==> src/rtl/rast_pkg.sv <==
// Shared rasterizer definitions for the sample iterator slice.
//   Sizing : SIGFIG position/colour width, RADIX fraction bits (>= 3),
//            VERTS x AXIS triangle, COLORS channels, SAMPS lanes per group.
//   Types  : fixed-point word, triangle/colour/box/sample bundles, FSM state.
//   Helper : step_from_subsample() turns the one-hot subsample code into a step.
package rast_pkg;

  localparam int SIGFIG = 24;
  localparam int RADIX  = 10;
  localparam int VERTS  = 3;
  localparam int AXIS   = 3;
  localparam int COLORS = 3;
  localparam int SAMPS  = 4;

  // box_t first index
  localparam int LL = 0;
  localparam int UR = 1;

  typedef logic [SIGFIG-1:0]               fix_t;
  typedef fix_t [VERTS-1:0][AXIS-1:0]      tri_t;
  typedef fix_t [COLORS-1:0]               color_t;
  typedef fix_t [1:0][1:0]                 box_t;   // [LL/UR][x/y]
  typedef fix_t [1:0][SAMPS-1:0]           samp_t;  // [x/y][lane]
  typedef logic [SAMPS-1:0]                lane_vld_t;

  // state | meaning
  // WAIT  | idle, upstream may present a triangle
  // TEST  | walking the box, one sample group per unstalled cycle
  typedef enum logic {
    WAIT = 1'b0,
    TEST = 1'b1
  } iter_state_t;

  // 1000 -> 1.0 px, 0100 -> 0.5 px, ... with RADIX fraction bits.
  function automatic fix_t step_from_subsample(input logic [3:0] sub);
    return fix_t'(sub) << (RADIX - 3);
  endfunction

endpackage

==> src/rtl/sample_iterator_if.sv <==
// Bundle of the iterator's upstream (R13) and downstream (R14) signals.
//   slave  : the iterator (takes triangle/box/halt in, drives samples out)
//   master : the neighbouring stages (drive triangle/box/halt, take samples)
// Optional counters exist only when SAMPLE_ITER_STATS_EN is defined.
interface sample_iterator_if;
  import rast_pkg::*;

  tri_t      tri_R13S;
  color_t    color_R13U;
  box_t      box_R13S;
  logic      validTri_R13H;
  logic [3:0] subSample_RnnnnU;
  logic      halt_RnnnnL;

  logic      halt_R13L;
  tri_t      tri_R14S;
  color_t    color_R14U;
  samp_t     sample_R14S;
  lane_vld_t validSamp_R14H;
`ifdef SAMPLE_ITER_STATS_EN
  logic [31:0] samp_count_R14U;
  logic [31:0] tri_count_R14U;
`endif

  modport slave (
    input  tri_R13S, color_R13U, box_R13S, validTri_R13H, subSample_RnnnnU, halt_RnnnnL,
    output halt_R13L, tri_R14S, color_R14U, sample_R14S, validSamp_R14H
`ifdef SAMPLE_ITER_STATS_EN
    , output samp_count_R14U, tri_count_R14U
`endif
  );

  modport master (
    output tri_R13S, color_R13U, box_R13S, validTri_R13H, subSample_RnnnnU, halt_RnnnnL,
    input  halt_R13L, tri_R14S, color_R14U, sample_R14S, validSamp_R14H
`ifdef SAMPLE_ITER_STATS_EN
    , input samp_count_R14U, tri_count_R14U
`endif
  );

endinterface

==> src/rtl/sample_iterator_samp_row_gen.sv <==
// samp_row_gen: combinational lane generator for one horizontal sample group.
//   cur_x_i/cur_y_i : position of lane 0
//   step_i          : subsample step (unsigned)
//   ur_x_i/ur_y_i   : upper-right corner of the box
//   lane_x_o        : x of each lane (lane s = cur_x + s*step)
//   lane_vld_o      : lane lies inside the box
//   next_x_o        : cur_x + SAMPS*step
//   row_end_o       : next group would start beyond ur.x
module samp_row_gen
  import rast_pkg::*;
(
  input  fix_t             cur_x_i,
  input  fix_t             cur_y_i,
  input  fix_t             step_i,
  input  fix_t             ur_x_i,
  input  fix_t             ur_y_i,
  output fix_t [SAMPS-1:0] lane_x_o,
  output lane_vld_t        lane_vld_o,
  output fix_t             next_x_o,
  output logic             row_end_o
);

  // One extra bit so a sum running past the top of the range compares as
  // "beyond the box" instead of wrapping negative.
  typedef logic signed [SIGFIG:0] ext_t;

  ext_t acc;
  ext_t ur_x_e;
  ext_t step_e;
  logic y_in;

  always_comb begin
    ur_x_e     = {ur_x_i[SIGFIG-1], ur_x_i};
    step_e     = {1'b0, step_i};
    y_in       = $signed(cur_y_i) <= $signed(ur_y_i);
    acc        = {cur_x_i[SIGFIG-1], cur_x_i};
    lane_x_o   = '0;
    lane_vld_o = '0;
    for (int s = 0; s < SAMPS; s++) begin
      lane_x_o[s]   = acc[SIGFIG-1:0];
      lane_vld_o[s] = y_in && (acc <= ur_x_e);
      acc           = acc + step_e;
    end
    next_x_o  = acc[SIGFIG-1:0];
    row_end_o = !(acc <= ur_x_e);
  end

endmodule

==> src/rtl/sample_iterator.sv <==
// sample_iterator: walks a triangle's bounding box in subsample steps and
// emits SAMPS sample positions per cycle toward the sample-test stage.
//   clk : clock
//   rst : asynchronous reset, active low
//   bus : sample_iterator_if.slave (R13 triangle/box in, R14 samples out,
//         halt_RnnnnL downstream stall in, halt_R13L upstream stall out)
// Build option SAMPLE_ITER_STATS_EN adds saturating sample/triangle counters.
module sample_iterator
  import rast_pkg::*;
(
  input logic              clk,
  input logic              rst,
  sample_iterator_if.slave bus
);

  iter_state_t state_q;
  logic        last_q;     // the group now on R14 is the final one
  tri_t        tri_q;
  color_t      color_q;
  fix_t        ll_x_q, ur_x_q, ur_y_q;
  fix_t        step_q;
  fix_t        cur_x_q, cur_y_q;
  samp_t       samp_q;
  lane_vld_t   vld_q;

  fix_t             g_x, g_y, g_step, g_ll_x, g_ur_x, g_ur_y;
  fix_t [SAMPS-1:0] lane_x;
  lane_vld_t        lane_vld;
  fix_t             next_x;
  logic             row_end;

  logic signed [SIGFIG:0] next_y_e, ur_y_e;
  logic  col_more;
  fix_t  cur_x_d, cur_y_d;
  logic  last_d;
  samp_t samp_d;

  // On acceptance the first group is built straight from the R13 inputs so
  // it reaches R14 one cycle after the triangle is taken.
  always_comb begin
    if (state_q == WAIT) begin
      g_x    = bus.box_R13S[LL][0];
      g_y    = bus.box_R13S[LL][1];
      g_ll_x = bus.box_R13S[LL][0];
      g_ur_x = bus.box_R13S[UR][0];
      g_ur_y = bus.box_R13S[UR][1];
      g_step = step_from_subsample(bus.subSample_RnnnnU);
    end else begin
      g_x    = cur_x_q;
      g_y    = cur_y_q;
      g_ll_x = ll_x_q;
      g_ur_x = ur_x_q;
      g_ur_y = ur_y_q;
      g_step = step_q;
    end
  end

  samp_row_gen u_row_gen (
    .cur_x_i    (g_x),
    .cur_y_i    (g_y),
    .step_i     (g_step),
    .ur_x_i     (g_ur_x),
    .ur_y_i     (g_ur_y),
    .lane_x_o   (lane_x),
    .lane_vld_o (lane_vld),
    .next_x_o   (next_x),
    .row_end_o  (row_end)
  );

  // Moving to a new row needs an in-box lane 0 on this row; an inverted box
  // therefore ends after a single all-invalid group instead of stepping rows.
  always_comb begin
    next_y_e = {g_y[SIGFIG-1], g_y} + {1'b0, g_step};
    ur_y_e   = {g_ur_y[SIGFIG-1], g_ur_y};
    col_more = lane_vld[0] && (next_y_e <= ur_y_e);
    cur_x_d  = next_x;
    cur_y_d  = g_y;
    last_d   = 1'b0;
    if (row_end) begin
      if (col_more) begin
        cur_x_d = g_ll_x;
        cur_y_d = next_y_e[SIGFIG-1:0];
      end else begin
        last_d = 1'b1;
      end
    end
    samp_d = '0;
    for (int s = 0; s < SAMPS; s++) begin
      samp_d[0][s] = lane_x[s];
      samp_d[1][s] = g_y;
    end
  end

  always_ff @(posedge clk or negedge rst) begin
    if (!rst) begin
      state_q <= WAIT;
      last_q  <= 1'b0;
      tri_q   <= '0;
      color_q <= '0;
      ll_x_q  <= '0;
      ur_x_q  <= '0;
      ur_y_q  <= '0;
      step_q  <= '0;
      cur_x_q <= '0;
      cur_y_q <= '0;
      samp_q  <= '0;
      vld_q   <= '0;
    end else if (bus.halt_RnnnnL) begin
      case (state_q)
        WAIT: begin
          if (bus.validTri_R13H) begin
            tri_q   <= bus.tri_R13S;
            color_q <= bus.color_R13U;
            ll_x_q  <= g_ll_x;
            ur_x_q  <= g_ur_x;
            ur_y_q  <= g_ur_y;
            step_q  <= g_step;
            samp_q  <= samp_d;
            vld_q   <= lane_vld;
            cur_x_q <= cur_x_d;
            cur_y_q <= cur_y_d;
            last_q  <= last_d;
            state_q <= TEST;
          end
        end
        TEST: begin
          if (last_q) begin
            vld_q   <= '0;
            last_q  <= 1'b0;
            state_q <= WAIT;
          end else begin
            samp_q  <= samp_d;
            vld_q   <= lane_vld;
            cur_x_q <= cur_x_d;
            cur_y_q <= cur_y_d;
            last_q  <= last_d;
          end
        end
        default: state_q <= WAIT;
      endcase
    end
  end

  assign bus.halt_R13L      = (state_q == WAIT) && bus.halt_RnnnnL;
  assign bus.tri_R14S       = tri_q;
  assign bus.color_R14U     = color_q;
  assign bus.sample_R14S    = samp_q;
  assign bus.validSamp_R14H = vld_q;

`ifdef SAMPLE_ITER_STATS_EN
  logic [31:0] samp_cnt_q, tri_cnt_q;
  logic [32:0] samp_sum;

  // Every unstalled TEST cycle hands the R14 group downstream.
  assign samp_sum = {1'b0, samp_cnt_q} + 33'($countones(vld_q));

  always_ff @(posedge clk or negedge rst) begin
    if (!rst) begin
      samp_cnt_q <= '0;
      tri_cnt_q  <= '0;
    end else if (bus.halt_RnnnnL) begin
      if (state_q == TEST) begin
        samp_cnt_q <= samp_sum[32] ? '1 : samp_sum[31:0];
      end
      if (state_q == WAIT && bus.validTri_R13H && tri_cnt_q != '1) begin
        tri_cnt_q <= tri_cnt_q + 32'd1;
      end
    end
  end

  assign bus.samp_count_R14U = samp_cnt_q;
  assign bus.tri_count_R14U  = tri_cnt_q;
`endif

endmodule

==> src/flat_wrapper.sv <==
// flat-port wrapper written by rule: the top's interface ports become plain ports
module sample_iterator_flat import rast_pkg::*;
  (clk, rst, bus_tri_R13S, bus_color_R13U, bus_box_R13S, bus_validTri_R13H, bus_subSample_RnnnnU, bus_halt_RnnnnL, bus_halt_R13L, bus_tri_R14S, bus_color_R14U, bus_sample_R14S, bus_validSamp_R14H);
  sample_iterator_if bus_i ();
  input logic clk;
  input logic rst;
  input wire logic [$bits(bus_i.tri_R13S)-1:0] bus_tri_R13S;
  input wire logic [$bits(bus_i.color_R13U)-1:0] bus_color_R13U;
  input wire logic [$bits(bus_i.box_R13S)-1:0] bus_box_R13S;
  input wire logic [$bits(bus_i.validTri_R13H)-1:0] bus_validTri_R13H;
  input wire logic [$bits(bus_i.subSample_RnnnnU)-1:0] bus_subSample_RnnnnU;
  input wire logic [$bits(bus_i.halt_RnnnnL)-1:0] bus_halt_RnnnnL;
  output wire logic [$bits(bus_i.halt_R13L)-1:0] bus_halt_R13L;
  output wire logic [$bits(bus_i.tri_R14S)-1:0] bus_tri_R14S;
  output wire logic [$bits(bus_i.color_R14U)-1:0] bus_color_R14U;
  output wire logic [$bits(bus_i.sample_R14S)-1:0] bus_sample_R14S;
  output wire logic [$bits(bus_i.validSamp_R14H)-1:0] bus_validSamp_R14H;
  assign bus_i.tri_R13S = bus_tri_R13S;
  assign bus_i.color_R13U = bus_color_R13U;
  assign bus_i.box_R13S = bus_box_R13S;
  assign bus_i.validTri_R13H = bus_validTri_R13H;
  assign bus_i.subSample_RnnnnU = bus_subSample_RnnnnU;
  assign bus_i.halt_RnnnnL = bus_halt_RnnnnL;
  assign bus_halt_R13L = bus_i.halt_R13L;
  assign bus_tri_R14S = bus_i.tri_R14S;
  assign bus_color_R14U = bus_i.color_R14U;
  assign bus_sample_R14S = bus_i.sample_R14S;
  assign bus_validSamp_R14H = bus_i.validSamp_R14H;
  sample_iterator u_core (.clk(clk), .rst(rst), .bus(bus_i));
endmodule
==> config.mk <==
export PLATFORM = sky130hd
export DESIGN_NAME = sample_iterator_flat
export DESIGN_NICKNAME = d
export VERILOG_FILES = /design/src/rtl/rast_pkg.sv /design/src/rtl/sample_iterator_if.sv /design/src/rtl/sample_iterator_samp_row_gen.sv /design/src/rtl/sample_iterator.sv /design/src/flat_wrapper.sv
export SDC_FILE = /design/constraint.sdc
export NUM_CORES = 1
export LEC_CHECK = 0
export ABC_AREA = 1
export CORE_AREA = 5 5 500 255
export CTS_BUF_LIST = sky130_fd_sc_hd__clkbuf_4
export DETAILED_ROUTE_END_ITERATION = 10
export DIE_AREA = 0 0 505 260
export PLACE_DENSITY = 0.59
export SLEW_MARGIN = 20
export SYNTH_ARGS = -nofsm -noshare
export SYNTH_HDL_FRONTEND = slang
export SYNTH_SLANG_ARGS = --single-unit
==> constraint.sdc <==
create_clock -name clk -period 12.35 [get_ports clk]
set_input_delay 1.8525 -clock clk [delete_from_list [all_inputs] [get_ports clk]]
set_output_delay 1.8525 -clock clk [all_outputs]
set_load 0.05 [all_outputs]
# --- Word level (Yosys, flattened, before mapping) ---
# Cells that the tools add are included.
# W data, S select, Z words.
op_classes:
  eq_ne: 2
  add_sub_neg: 5
  order_cmp: 7
  reduce_logical: 9
  n_bitwise: 1
  n_mux: 30
op_table:
  columns: ["operator", "n"]
  rows:
  - ["$mux W192", 2]
  - ["$pmux W192 S2", 1]
  - ["$mux W24", 14]
  - ["$le A25 B24 Y1", 5]
  - ["$pmux W24 S2", 2]
  - ["$add A25 B25 Y25", 3]
  - ["$le A24 B24 Y1", 2]
  - ["$add A24 B25 Y25", 1]
  - ["$add A25 B24 Y25", 1]
  - ["$mux W4", 2]
  - ["$pmux W4 S2", 1]
  - ["$logic_and A1 B1 Y1", 6]
  - ["$mux W1", 6]
  - ["$reduce_and A3 Y1", 2]
  - ["$ne A2 B2 Y1 const B", 2]
  - ["$pmux W1 S2", 2]
  - ["$reduce_and A2 Y1", 1]
  - ["$not A1 Y1", 1]
totals:
  input_bits: 392
  register_bits: 630

# --- Longest topological paths before layout ---
depth:
  ltp_word: 9
  mapped_depth: 59
  depth_no_buf: 55

# --- Hierarchy ---
# Synthesis repeated with hierarchy kept, for this count alone.
unflattened:
  hier_cells: 4737
  hier_area_um2: 34872.2
by_module_without_submodules:
  columns: ["module", "cells_per_inst", "seq_area_each_um2", "instances", "area_each_um2"]
  rows:
  - ["sample_iterator", 3278, 13963.4, 1, 25761.0]
  - ["samp_row_gen", 1459, 0.0, 1, 9111.2]

# --- Worst setup path before layout ---
# No wires, ideal clock.
synth_path:
  kind: "input to register"
  start: "input port bus_box_R13S[1]"
  end: "register u_core.cur_x_q[10]"
  setup_slack_ns: 3.211
  n_path_buf: 2
  t_arrival_ns: 9.015
  required_time_ns: 12.226
  path_stages: 52
  path_cell_list: "nand2_1 inv_1 a21oi_1 inv_1 ha_1 nand3_1 nand3_1 nand3_1 nand2_1 a21boi_1 inv_2 a31oi_1 o21ai_1 a21boi_1 o21ai_0 xor2_1 ha_1 nand2_1 [... 16 more ...] nor3_1 nand2_1 o221a_2 nand3_1 nand2_1 ha_1 inv_1 o21bai_1 a221oi_1 nand3_1 nand3_1 o21ai_0 nand2_1 buf_2 buf_1 nand3_1 o211ai_1 nand2_1"
synth_rtl:
  columns: ["element", "line", "rtl"]
  rows:
  - ["start, declared", "flat_wrapper.sv:9", "input wire logic [$bits(bus_i.box_R13S)-1:0] bus_box_R13S;"]
  - ["end signal, assigned", "sample_iterator.sv:120", "cur_x_q <= cur_x_d;"]
  - ["end signal, assigned", "sample_iterator.sv:134", "cur_x_q <= cur_x_d;"]
  - ["end, declared", "sample_iterator.sv:22", "fix_t cur_x_q, cur_y_q;"]

==> run_results.csv <==
group,metric,value,unit
run_status,result_of_the_run,"finished clean",
sta,max_freq,84.9,MHz
final_layout,final_common_cell,"sky130_fd_sc_hd__nand2_1",
die,core_region_area,0.122,mm^2
sta,hold_ws,0.463,ns
logic_synthesis,synth_xor_xnor_area_share,2.58,%
detailed_routing,drt_first_iter_violations,3814,
logic_synthesis,synth-seq-area-share,42.3,%
setup_path,worst_path_most_repeated_cell,"sky130_fd_sc_hd__nand2_1",
sta,setup_total_negative_slack,0,ns
power,vdd_drop_max,0.242,mV
die,total_die_area,0.131,mm^2
clocking,cts-buffers-inserted,148,
placement,dp.final_hpwl,130000,um
setup_path,setup.worst_path.class,"in2reg",
setup_path,endpoint_kind,"register",
clocking,clkLatencyLatePin,1.16,ns
clocking,number_of_buffers_inserted_by_hold_repair_at_cts,0,
final_layout,drive_above_1_share,7.08,%
logic_synthesis,synth_edf_count,0,
detailed_routing,wirelength_routed,165000,um
clocking,ctsRootBufferMaster,"sky130_fd_sc_hd__clkbuf_4",
sta,finalClockSkew,0.0896,ns
power,power.static_leakage,0.0227,uW
logic_synthesis,synth_area,0.0329,mm^2
logic_synthesis,syn-num-nets,4887,
detailed_routing,drt.antenna.violating_nets,0,
sta,period_share,95.4,%
logic_synthesis,multiplexer_share_of_the_synthesized_area,1.40,%
setup_path,worst_ep_arrival_time,12.83,ns
clocking,cts_setup_buffers,0,
logic_synthesis,postSynth.asyncResetShare,100,%
logic_synthesis,synth-main-ff-cell,"sky130_fd_sc_hd__dfrtp_1",
final_layout,areaGrowthSynthToFinish,36.9,%
global_route,antenna_found_initial,23,
setup_path,critical_path_peak_fanout,28,
sta,finalCriticalPeriod,11.78,ns
sta,worst_slew_pin_slew,1.21,ns
clocking,tritoncts_num_sinks,556,
global_route,global_route.usage.total,24.1,%
sta,number_of_pins_with_negative_max_slew_slack_in_the_final_report,0,
logic_synthesis,yosys.area_share.simple,25.7,%
flow_run,max-cap-violations,0,
detailed_routing,via_per_inst,4.80,
logic_synthesis,post_synth_inst_count,4203,
clocking,clk_pin_slew_worst_paths,0.06,ns
logic_synthesis,largest_family_of_logic_cells_by_synthesized_area,"simple AND/OR/NAND/NOR gates",
logic_synthesis,synthDistinctLibCells,56,
clocking,tritoncts,"yes",
setup_path,worstSetupStartpointType,"input port",
die,io_pins,877,
final_layout,layout_common_cells,"sky130_fd_sc_hd__nand2_1 (1,732), sky130_fd_sc_hd__clkdlybuf4s50_1 (875), sky130_fd_sc_hd__dfrtp_1 (555)",
die,std_cell_rows,91,
global_route,grt_start_max_net_pins,177,
final_layout,final_net_count,5743,
detailed_routing,wl_per_cell,24.2,um
placement,gp_congestion,1.01,
logic_synthesis,synth.ff_latch_count,556,
die,initial_utilization,26.8,%
min_path,hold_class,"reg2reg",
sta,final-hold-violation-count,0,
setup_path,crit_slowest_cell,"sky130_fd_sc_hd__nor4_1",
setup_path,cp_data_required_time,13.40,ns
die,chipHeight,260,um
sta,final_count_of_negative_setup_slack_endpoints,0,
sta,slew_headroom,18.6,%
setup_path,max_stage_delay,0.82,ns
placement,place.port_buffers,876,
die,die-width,505,um
global_route,grt_first_pass_wirelength,230000,um
detailed_routing,remaining_drc_errors,0,
logic_synthesis,share_of_the_synthesized_area_in_compound_gates_ao_oa_aoi_oai,10.2,%
clocking,h_tree_levels,4,
global_route,number_of_global_route_vias_before_repair,30800,
clocking,clock_tree.buffer_depth,3,
sta,unrepaired_setup_endpoints_after_global_routing,"false",
detailed_routing,vias,32600,
logic_synthesis,post_synth.cell_area_avg,7.82,um^2
logic_synthesis,synthesized_area_fraction_occupied_by_adder_cells,11.2,%
detailed_routing,detailedRoute.firstPassIterationCount,5,
logic_synthesis,yosysWarnings,0,
power,pwr_dens,325,mW/mm^2
global_route,global_route.overflow_total,0,
-- area by class of cell --
class	instances	area (um^2)
Multi-Input combinational cell	3155	16800
Sequential cell	556	13900
Fill cell	12700	77400
Tap cell	1627	2040
Clock buffer	213	1600
Timing Repair Buffer	931	9260
Clock inverter	33	265
Antenna cell	22	55.1
Inverter	267	1010
-- cell usage after synthesis (29+ instances only) --
cell                       instances  area [um^2]
sky130_fd_sc_hd__a21oi_1         206         1030
sky130_fd_sc_hd__buf_4            74          556
sky130_fd_sc_hd__clkbuf_1        140          526
sky130_fd_sc_hd__dfrtp_1         556        13900
sky130_fd_sc_hd__ha_1            287         3590
sky130_fd_sc_hd__inv_1           263          987
sky130_fd_sc_hd__mux2i_1          46          460
sky130_fd_sc_hd__nand2_1        1735         6510
sky130_fd_sc_hd__nand3_1          84          420
sky130_fd_sc_hd__nand4_1          40          250
sky130_fd_sc_hd__nor2_1          139          522
sky130_fd_sc_hd__nor3_1           30          150
sky130_fd_sc_hd__o21ai_0         289         1450
sky130_fd_sc_hd__xnor2_1          29          254
sky130_fd_sc_hd__xor2_1           64          561
-- power breakdown --
group / switching [uW] / internal [uW]
logic: 6850 / 2960
clock network: 902 / 858
registers: 523 / 2510
-- final timing paths --
path	from	end	slack, ns	cells after the start
worst max-delay path	bus_box_R13S[0]	u_core.cur_y_q[8]	0.57	51
worst min-delay path	u_core.step_q[4]	u_core.step_q[4]	0.46	2
worst max register to register	u_core.state_q	u_core.cur_y_q[8]	0.60	51
worst min register to register	u_core.step_q[4]	u_core.step_q[4]	0.46	2
max in group asynchronous	rst	u_core.cur_x_q[17]	9.37	3
min in group asynchronous	rst	u_core.bus.tri_R14S[182]	0.77	1
-- stage by stage --
step	util, %	setup slack [ns]	cell area, um^2	power (uW)	cells
after detailed placement	35.2	0.166	43000	12600	6536
after CTS	36.7	1.03	44900	14400	6782
after global routing	36.7	0.249	44900	15400	6797
after floorplan	-	3.21	32900	8930	4203
after global placement	35.2	0.145	43000	12600	6536
final	36.7	0.574	45000	14600	6804
-- flip-flops by register name, summed over array words and instances, names as in the netlist --
signal                     cells
u_core.bus.color_R14U         72
u_core.bus.sample_R14S       118
u_core.bus.tri_R14S          216
u_core.bus.validSamp_R14H      4
u_core.cur_x_q                24
u_core.cur_y_q                24
u_core.last_q                  1
u_core.ll_x_q                 24
u_core.state_q                 1
u_core.step_q                 24
u_core.ur_x_q                 24
u_core.ur_y_q                 24
-- layer usage --
layer | wire length [um] | vias up | share of wire [%] | track usage, %
li1 | - | 15400 | - | -
met1 | 80300 | 15600 | 49 | 37.2
met2 | 63100 | 1461 | 38 | 30.8
met3 | 17000 | 211 | 10 | 8.36
met4 | 4180 | 2 | 2.5 | 7.06
met5 | 20 | - | 0.012 | 0
-- worst max-delay path, delay by kind of cell --
| family | cells | cell delay [ns] |
|---|---|---|
| AND/OR/NAND/NOR | 25 | 4.97 |
| AO/OA/AOI/OAI | 7 | 1.24 |
| XOR/XNOR | 3 | 1.11 |
| adder cells (fa/ha/maj) | 6 | 1.99 |
| buffers and inverters | 10 | 1.61 |
-- cells by family (layout without fill, tap and decap cells) --
family,Yosys count,in the layout
muxes,46,46
AOI/OAI and AO/OA,609,609
other,0,22
DFF,556,556
adders and majority gates,292,292
and+or+nand+nor,2113,2113
xor gates and xnor gates,95,95
buffers and inverters,492,1444
-- what timing repair did --
item | 4_1_cts | 5_1_grt
resized for setup | 0 | 2
endpoints found under the setup margin | 0 | 3
endpoints found under the hold margin | 0 | 0
No activity file was read; power rests on OpenSTA's default activity.
